===== src/rtl/imem_boot_loader.sv =====
// imem_boot_loader
//   Loads a program image from a byte stream into the instruction memory's
//   write port while holding the core in reset.
//   Image format: LEN_LO, LEN_HI (word count N), 4*N payload bytes
//   (little-endian words), then CSUM (modulo-256 sum of the payload bytes).
//
// Ports
//   clk, rst            clock, synchronous active-high reset
//   load_start          one-cycle pulse, starts a load from IDLE/DONE/ERR
//   byte_valid/ready    upstream byte handshake, byte_data carries the byte
//   imem_we/addr/wdata  single-cycle word write into instruction memory
//   cpu_hold            keeps the core in reset while loading or after failure
//   busy                load in progress
//   done, error         sticky completion status, cleared by the next load
module imem_boot_loader #(
    parameter int          DEPTH     = 2048,
    parameter logic [31:0] BASE_ADDR = 32'h0000_0000
) (
    input  logic        clk,
    input  logic        rst,
    input  logic        load_start,
    input  logic        byte_valid,
    input  logic [7:0]  byte_data,
    output logic        byte_ready,
    output logic        imem_we,
    output logic [31:0] imem_addr,
    output logic [31:0] imem_wdata,
    output logic        cpu_hold,
    output logic        busy,
    output logic        done,
    output logic        error
);
    localparam int MAX_WORDS = DEPTH / 4;

    typedef enum logic [2:0] {
        S_IDLE, S_LEN_LO, S_LEN_HI, S_DATA, S_WRITE, S_CSUM, S_DONE, S_ERR
    } state_t;

    state_t      state_reg,      state_next;
    logic [7:0]  len_lo_reg,     len_lo_next;
    logic [15:0] words_left_reg, words_left_next;
    logic [1:0]  idx_reg,        idx_next;
    logic [7:0]  sum_reg,        sum_next;
    logic [31:0] addr_reg,       addr_next;
    logic [31:0] wdata_reg,      wdata_next;
    logic        busy_reg,       busy_next;
    logic        done_reg,       done_next;
    logic        error_reg,      error_next;
    logic        hold_reg,       hold_next;

    logic        xfer;
    logic [15:0] len_full;
    logic [3:0]  lane_we;

    assign byte_ready = (state_reg == S_LEN_LO) || (state_reg == S_LEN_HI) ||
                        (state_reg == S_DATA)   || (state_reg == S_CSUM);
    assign xfer       = byte_valid && byte_ready;
    assign len_full   = {byte_data, len_lo_reg};

    // One enable per byte lane of the word being assembled.
    genvar gi;
    generate
        for (gi = 0; gi < 4; gi++) begin : g_lane
            assign lane_we[gi] = (state_reg == S_DATA) && xfer && (idx_reg == 2'(gi));
        end
    endgenerate

    always_comb begin
        state_next      = state_reg;
        len_lo_next     = len_lo_reg;
        words_left_next = words_left_reg;
        idx_next        = idx_reg;
        sum_next        = sum_reg;
        addr_next       = addr_reg;
        wdata_next      = wdata_reg;
        busy_next       = busy_reg;
        done_next       = done_reg;
        error_next      = error_reg;
        hold_next       = hold_reg;

        for (int i = 0; i < 4; i++) begin
            if (lane_we[i]) begin
                wdata_next[8*i +: 8] = byte_data;
            end
        end

        case (state_reg)
            S_IDLE, S_DONE, S_ERR: begin
                if (load_start) begin
                    state_next = S_LEN_LO;
                    done_next  = 1'b0;
                    error_next = 1'b0;
                    busy_next  = 1'b1;
                    hold_next  = 1'b1;
                    addr_next  = BASE_ADDR;
                    sum_next   = 8'd0;
                    idx_next   = 2'd0;
                end
            end
            S_LEN_LO: begin
                if (xfer) begin
                    len_lo_next = byte_data;
                    state_next  = S_LEN_HI;
                end
            end
            S_LEN_HI: begin
                if (xfer) begin
                    if ({16'd0, len_full} > 32'(MAX_WORDS)) begin
                        // Oversized image: refuse before any write happens.
                        state_next = S_ERR;
                        error_next = 1'b1;
                        busy_next  = 1'b0;
                    end else if (len_full == 16'd0) begin
                        state_next = S_CSUM;
                    end else begin
                        state_next      = S_DATA;
                        words_left_next = len_full;
                        idx_next        = 2'd0;
                    end
                end
            end
            S_DATA: begin
                if (xfer) begin
                    sum_next = sum_reg + byte_data;
                    idx_next = idx_reg + 2'd1;
                    if (idx_reg == 2'd3) begin
                        state_next = S_WRITE;
                    end
                end
            end
            S_WRITE: begin
                // Address advances only after the write cycle so addr/wdata
                // are stable across the whole write, including the negedge.
                addr_next       = addr_reg + 32'd4;
                words_left_next = words_left_reg - 16'd1;
                state_next      = (words_left_reg == 16'd1) ? S_CSUM : S_DATA;
            end
            S_CSUM: begin
                if (xfer) begin
                    busy_next = 1'b0;
                    if (byte_data == sum_reg) begin
                        state_next = S_DONE;
                        done_next  = 1'b1;
                        hold_next  = 1'b0;
                    end else begin
                        state_next = S_ERR;
                        error_next = 1'b1;
                    end
                end
            end
            default: state_next = S_IDLE;
        endcase
    end

    always_ff @(posedge clk) begin
        if (rst) begin
            state_reg      <= S_IDLE;
            len_lo_reg     <= 8'd0;
            words_left_reg <= 16'd0;
            idx_reg        <= 2'd0;
            sum_reg        <= 8'd0;
            addr_reg       <= BASE_ADDR;
            wdata_reg      <= 32'd0;
            busy_reg       <= 1'b0;
            done_reg       <= 1'b0;
            error_reg      <= 1'b0;
            hold_reg       <= 1'b0;
        end else begin
            state_reg      <= state_next;
            len_lo_reg     <= len_lo_next;
            words_left_reg <= words_left_next;
            idx_reg        <= idx_next;
            sum_reg        <= sum_next;
            addr_reg       <= addr_next;
            wdata_reg      <= wdata_next;
            busy_reg       <= busy_next;
            done_reg       <= done_next;
            error_reg      <= error_next;
            hold_reg       <= hold_next;
        end
    end

    assign imem_we    = (state_reg == S_WRITE);
    assign imem_addr  = addr_reg;
    assign imem_wdata = wdata_reg;
    assign cpu_hold   = hold_reg;
    assign busy       = busy_reg;
    assign done       = done_reg;
    assign error      = error_reg;

endmodule


===== config.mk =====
export PLATFORM = sky130hd
export DESIGN_NAME = imem_boot_loader
export DESIGN_NICKNAME = d
export VERILOG_FILES = /design/src/rtl/imem_boot_loader.sv
export SDC_FILE = /design/constraint.sdc
export NUM_CORES = 1
export LEC_CHECK = 0
export BUFFER_PORTS_ARGS = -buffer_cell sky130_fd_sc_hd__buf_4
export CAP_MARGIN = 20
export CORE_MARGIN = 1
export CORE_UTILIZATION = 35
export CTS_BUF_LIST = sky130_fd_sc_hd__clkbuf_8
export CTS_CLUSTER_DIAMETER = 150
export DETAILED_ROUTE_END_ITERATION = 8
export SLEW_MARGIN = 0
export SYNTH_ARGS = -nofsm -noshare
export SYNTH_HDL_FRONTEND = slang
export SYNTH_SLANG_ARGS = --single-unit

===== constraint.sdc =====
create_clock -name clk -period 2.5 [get_ports clk]
set_clock_uncertainty 0.2 [all_clocks]
set_input_delay 0.25 -clock clk [delete_from_list [all_inputs] [get_ports clk]]
set_output_delay 0.25 -clock clk [all_outputs]
set_load 0.05 [all_outputs]

Yosys cells after proc, flatten, opt, wreduce, memory -nomap -nowiden
Index checks and enable logic that the tools add are counted.
{"block": "word_totals", "ff_bits": 105, "output_inout_bits": 70, "wordCells": 113}
{"block": "op_classes", "n_addsub": 4, "order_cmp": 1, "n_eq_ne": 23, "n_mux": 43, "n_reduce_logical": 28}
{"op": "32-bit one-hot mux with 2 select lines", "n": 1}
{"op": "16-bit 2-to-1 mux", "n": 3}
{"op": "32-bit by 3-bit adder with 32-bit output (second input constant)", "n": 1}
{"op": "32-bit 2-to-1 mux", "n": 1}
{"op": "16-bit one-hot mux with 2 select lines", "n": 1}
{"op": "3-bit 2-to-1 mux", "n": 9}
{"op": "3-bit one-hot mux with 6 select lines", "n": 1}
{"op": "6-bit AND reduction", "n": 3}
{"op": "16-bit by 1-bit equality test with 1-bit output (second input constant)", "n": 1}
{"op": "16-bit by 10-bit > comparator with 1-bit output (second input constant)", "n": 1}
{"op": "16-bit logical NOT", "n": 1}
{"op": "8-bit 2-to-1 mux", "n": 2}
{"op": "2-bit != test (second input constant)", "n": 8}
{"op": "8-bit one-hot mux with 2 select lines", "n": 1}
{"op": "16-bit by 1-bit subtractor with 16-bit output (second input constant)", "n": 1}
{"op": "1-bit 2-to-1 mux", "n": 14}
{"op": "3-bit equality test (second input constant)", "n": 4}
{"op": "2-bit 2-to-1 mux", "n": 5}
{"op": "8-bit adder", "n": 1}
{"op": "8-bit equality test", "n": 1}
{"op": "4-bit AND reduction", "n": 2}
{"op": "2-bit nonzero test", "n": 4}
{"op": "3-bit by 2-bit equality test with 1-bit output (second input constant)", "n": 2}
{"op": "1-bit logical AND", "n": 6}
{"op": "16 further kinds", "n": 25}

Longest topological paths before layout
{"block": "logic_depth", "depth_word": 7, "depth_mapped": 8, "depth_no_buf": 7}

Worst setup path after synthesis
No wires, ideal clock.
{"block": "synth_timing", "kind": "register to register", "from": "register addr_reg[2] (netlist: imem_addr[2])", "to": "register addr_reg[30] (netlist: imem_addr[30])", "setup_time_ns": 0.088, "arrival_ns": 2.156, "required_time_ns": 2.212, "slack_ns": 0.056, "path_stages_with_launch": 7, "path_buffers": 0, "cell_sequence": "dfxtp_1 > ha_1 > nand3_1 > nor4_4 > nand2_1 > or2_0 > o31ai_1"}
{"block": "synth_between", "elab_chain_len": 2}
{"item": "start, declared", "line": "44", "source": "logic [31:0] addr_reg, addr_next;"}
{"item": "start signal, assigned", "line": "174", "source": "addr_reg <= addr_next;"}
{"item": "32-bit by 3-bit adder with 32-bit output", "line": "134", "source": "addr_next = addr_reg + 32'd4;"}
{"item": "32-bit one-hot mux with 2 select lines", "line": "87", "source": "case (state_reg)"}
No other way between the ends.
A chain may end at the register's enable or synchronous reset.

Worst setup path after layout
{"block": "layout_timing", "from": "input byte_data[2]", "to": "register sum_reg[7]"}
{"block": "layout_between", "elab_chain_len": 3}
{"item": "start, declared", "line": "23", "source": "input logic [7:0] byte_data,"}
{"item": "8-bit adder", "line": "124", "source": "sum_next = sum_reg + byte_data;"}
{"item": "8-bit 2-to-1 mux", "line": "123", "source": "if (xfer) begin"}
{"item": "8-bit one-hot mux with 2 select lines", "line": "87"}
{"item": "end signal, assigned", "line": "173", "source": "sum_reg <= sum_next;"}
{"item": "end, declared", "line": "43", "source": "logic [7:0] sum_reg, sum_next;"}
No other way between the ends. The select of a mux whose other input is x is not followed.

==> insert_results.sql <==
INSERT INTO impl_metrics (metric_group, metric, value, unit) VALUES
('logic_synthesis', 'async_reset_ff_share', '0', '%'),
('routing', 'vias', '5106', ''),
('logic_synthesis', 'synth_top_cells_by_count', 'sky130_fd_sc_hd__dfxtp_1 (103), sky130_fd_sc_hd__nand2_1 (74), sky130_fd_sc_hd__a21oi_1 (68)', ''),
('logic_synthesis', 'syn_area', '0.00524', 'mm2'),
('logic_synthesis', 'synthCells', '642', ''),
('min_path', 'hold_start', 'byte_data[7]', ''),
('logic_synthesis', 'synth_top_area_share', '39.4', '%'),
('run', 'max_capacitance_violation_total', '0', ''),
('placed_design', 'routabilityCongestion', '0.863', ''),
('worst_setup_path', 'worst-endpoint-required', '2620', 'ps'),
('routing', 'detail_route.wl_per_cell', '15.5', 'um'),
('grt', 'grt_antenna_before_repair', '0', ''),
('worst_setup_path', 'worst_r2r_path_depth', '6', ''),
('pwr', 'power.ir.vdd_worst', '249', 'uV'),
('clocking', 'clock-root-buffer', 'sky130_fd_sc_hd__clkbuf_8', ''),
('pwr', 'clock_power_share', '35.0', '%'),
('worst_setup_path', 'timing_worst_setup_path_type', 'input port to flop', ''),
('logic_synthesis', 'number_of_flip_flops_and_latches_in_the_synthesized_netlist', '103', ''),
('worst_setup_path', 'crit-reg2reg-capture', 'sum_reg[7]$_SDFFE_PP0P_', ''),
('routing', 'drc', '0', ''),
('routing', 'wirelength', '14200', 'um'),
('die', 'initial_utilization', '35.9', '%'),
('timing', 'fmax', '409', 'MHz'),
('placed_design', 'detailed_place_hpwl', '10000', 'um'),
('timing', 'finalSetupViolations', '0', ''),
('routing', 'number_of_nets_with_antenna_violations_after_detailed_routing', '0', ''),
('timing', 'fin_crit_sh', '97.7', '%'),
('finish', 'drive_gt1_share', '20.1', '%'),
('die', 'die_w', '124', 'um'),
('logic_synthesis', 'distinct_cell_type_count_of_the_synthesized_netlist', '68', ''),
('clocking', 'clkTransAtPathRegs', '110', 'ps'),
('worst_setup_path', 'worstPathMaxFanout', '7', ''),
('status', 'status', 'complete, no violations', ''),
('timing', 'hold_viol', '0', ''),
('finish', 'area_growth_syn_to_layout', '21.7', '%'),
('logic_synthesis', 'postSynthAreaPerCell', '8.16', 'um2'),
('die', 'die_height', '124', 'um'),
('finish', 'largest_reg_flops', '32', ''),
('logic_synthesis', 'netlist_top_cells_area', 'sky130_fd_sc_hd__dfxtp_1 (39%), sky130_fd_sc_hd__a21oi_1 (6.5%), sky130_fd_sc_hd__nand3_1 (5.5%)', ''),
('finish', 'nNetsFinal', '753', ''),
('timing', 'unrepaired_setup_endpoints_after_global_routing', 'false', ''),
('min_path', 'min_path_cells', '3', ''),
('timing', 'worst_slew_margin_rel', '55.4', '%'),
('finish', 'n_antenna_cell', '0', ''),
('logic_synthesis', 'primary_flip_flop_cell_chosen_by_synthesis_mapping', 'sky130_fd_sc_hd__dfxtp_1', ''),
('logic_synthesis', 'post_synthesis_compound_gate_area_fraction', '19.8', '%'),
('timing', 'setup_tns', '0', 'ps'),
('logic_synthesis', 'post_synth_fa_ha_maj_area_fraction', '3.96', '%'),
('finish', 'layout.core_utilization', '43.7', '%'),
('grt', 'total_routing_resource_utilization_after_global_routing', '18.1', '%'),
('logic_synthesis', 'synth_warnings', '0', ''),
('logic_synthesis', 'sequential_cell_area_fraction_in_the_yosys_report', '39.4', '%'),
('pwr', 'switchingPower', '822', 'uW'),
('logic_synthesis', 'synth.mux.area_fraction', '3.58', '%'),
('logic_synthesis', 'synth-simple-area-share', '27.8', '%'),
('logic_synthesis', 'number_of_enable_flip_flop_cells_after_synthesis', '0', ''),
('logic_synthesis', 'synth_top_area_cell', 'sky130_fd_sc_hd__dfxtp_1', ''),
('logic_synthesis', 'most_repeated_cell_in_the_gate_level_netlist_after_synthesis', 'sky130_fd_sc_hd__dfxtp_1', ''),
('pwr', 'pwr_density_cell', '477', 'mW/mm2'),
('pwr', 'cell_internal_pwr', '2.22', 'mW'),
('grt', 'grt_max_degree', '52', ''),
('routing', 'drt-initial-drc-count', '481', ''),
('clocking', 'number_of_buffers_inserted_during_clock_tree_synthesis', '9', ''),
('worst_setup_path', 'worstPathArrival', '2560', 'ps'),
('worst_setup_path', 'reg2reg_slack', '130', 'ps'),
('routing', 'avgViaCountPerCell', '5.59', ''),
('worst_setup_path', 'worst_r2r_startpoint', 'sum_reg[4]$_SDFFE_PP0P_', ''),
('die', 'die_area', '0.0155', 'mm2'),
('timing', 'drv_slew', '0', ''),
('clocking', 'tritoncts_clock_tree', 'done', ''),
('die', 'top_level_ports', '82', '');
## critical path: stages
cell and delay [ps]:
sky130_fd_sc_hd__dlygate4sd3_1 540, sky130_fd_sc_hd__buf_4 180, sky130_fd_sc_hd__ha_1 220, sky130_fd_sc_hd__a221o_1 380
sky130_fd_sc_hd__o221a_1 280, sky130_fd_sc_hd__or4b_1 510, sky130_fd_sc_hd__a31oi_1 190
## how the worst max path moves through the flow
stage / start / endpoint / slack (ps) / cells after the start
6_report: byte_data[2] / sum_reg[7]$_SDFFE_PP0P_ / 60 / 7
5_1_grt: byte_data[2] / sum_reg[7]$_SDFFE_PP0P_ / 2 / 7
4_1_cts: state_reg[0]$_SDFFE_PP0P_ / imem_we / 1 / 4
3_5_place_dp: byte_data[4] / sum_reg[7]$_SDFFE_PP0P_ / 40 / 7
3_3_place_gp: byte_data[4] / sum_reg[7]$_SDFFE_PP0P_ / 160 / 7
2_1_floorplan: imem_addr[2]$_SDFFE_PP0P_ / imem_addr[30]$_SDFFE_PP0P_ / 60 / 6
## cells by family (layout without fill, tap and decap cells)
group | after synthesis | after routing
simple gates | 280 | 280
compound gates | 164 | 164
flops | 103 | 103
buf+inv | 52 | 139
mux | 18 | 18
fa+ha+maj | 16 | 16
xor+xnor | 8 | 8
other cells | 1 | 2
## per-layer routing
metal  share of wire (%)  vias up  wire length [um]  GRT usage, %
met5                   0        -                 0             0
met4                 2.0        0               289          7.73
met3                 3.9       18               558          2.36
met2                  47      137              6720          29.3
met1                  47     2450              6650          24.1
li1                    -     2501                 -             -
## cell type report
| cell class | instances | area (um2) | share of cell area (%) |
|---|---|---|---|
| multi-input cells | 488 | 3000 | 47.0 |
| repair buffers | 108 | 840 | 13.2 |
| inverters | 15 | 60.1 | 0.942 |
| well taps | 184 | 230 | 3.61 |
| clock inverters | 7 | 65.1 | 1.02 |
| flip-flops and latches | 103 | 2060 | 32.3 |
| clock buffers | 9 | 124 | 1.94 |
## power groups by stage
stage	sequential (mW)	clock, mW	combinational, mW
after floorplan	1.72	0	0.172
after global placement	1.71	0	0.290
after detailed placement	1.71	0	0.294
after CTS	1.67	1.09	0.302
after global routing	1.67	1.15	0.331
final	1.67	1.06	0.308
## timing repair
item,CTS,global route
gates resized for setup,0,6
hold buffers,5,0
endpoints found under the setup margin,0,6
setup buffers,0,2
hold endpoints to repair,19,0
## layout by cell type, fill, tap and decap left out, types with 7 or more instances in the layout
cell type                  instances
sky130_fd_sc_hd__a31oi_1           9
sky130_fd_sc_hd__a311oi_1          7
sky130_fd_sc_hd__o21ai_0          23
sky130_fd_sc_hd__nor2_1           57
sky130_fd_sc_hd__o31ai_1          10
sky130_fd_sc_hd__nand3_1          58
sky130_fd_sc_hd__nand2b_1         10
sky130_fd_sc_hd__mux2i_1          12
sky130_fd_sc_hd__and3_1            7
sky130_fd_sc_hd__nand4_1          13
sky130_fd_sc_hd__nor3_1           13
sky130_fd_sc_hd__a21oi_1          68
sky130_fd_sc_hd__dfxtp_1         103
sky130_fd_sc_hd__buf_4           101
sky130_fd_sc_hd__o211ai_1          8
sky130_fd_sc_hd__ha_1             13
sky130_fd_sc_hd__inv_1            16
sky130_fd_sc_hd__clkbuf_8          9
sky130_fd_sc_hd__nand2_1          74
## metrics by stage
stage / setup slack, ps / hold WS, ps / cells / instance area, um2
floorplan: 55.7 / 197 / 643 / 5240
global placement: 158 / 244 / 891 / 6080
detailed placement: 39.3 / 250 / 891 / 6080
CTS: 0.989 / 1.44 / 912 / 6320
global route: 2.26 / 27.8 / 914 / 6380
finish: 57.7 / 13.4 / 914 / 6380
Note: power is estimated with default switching activity, not from simulation.
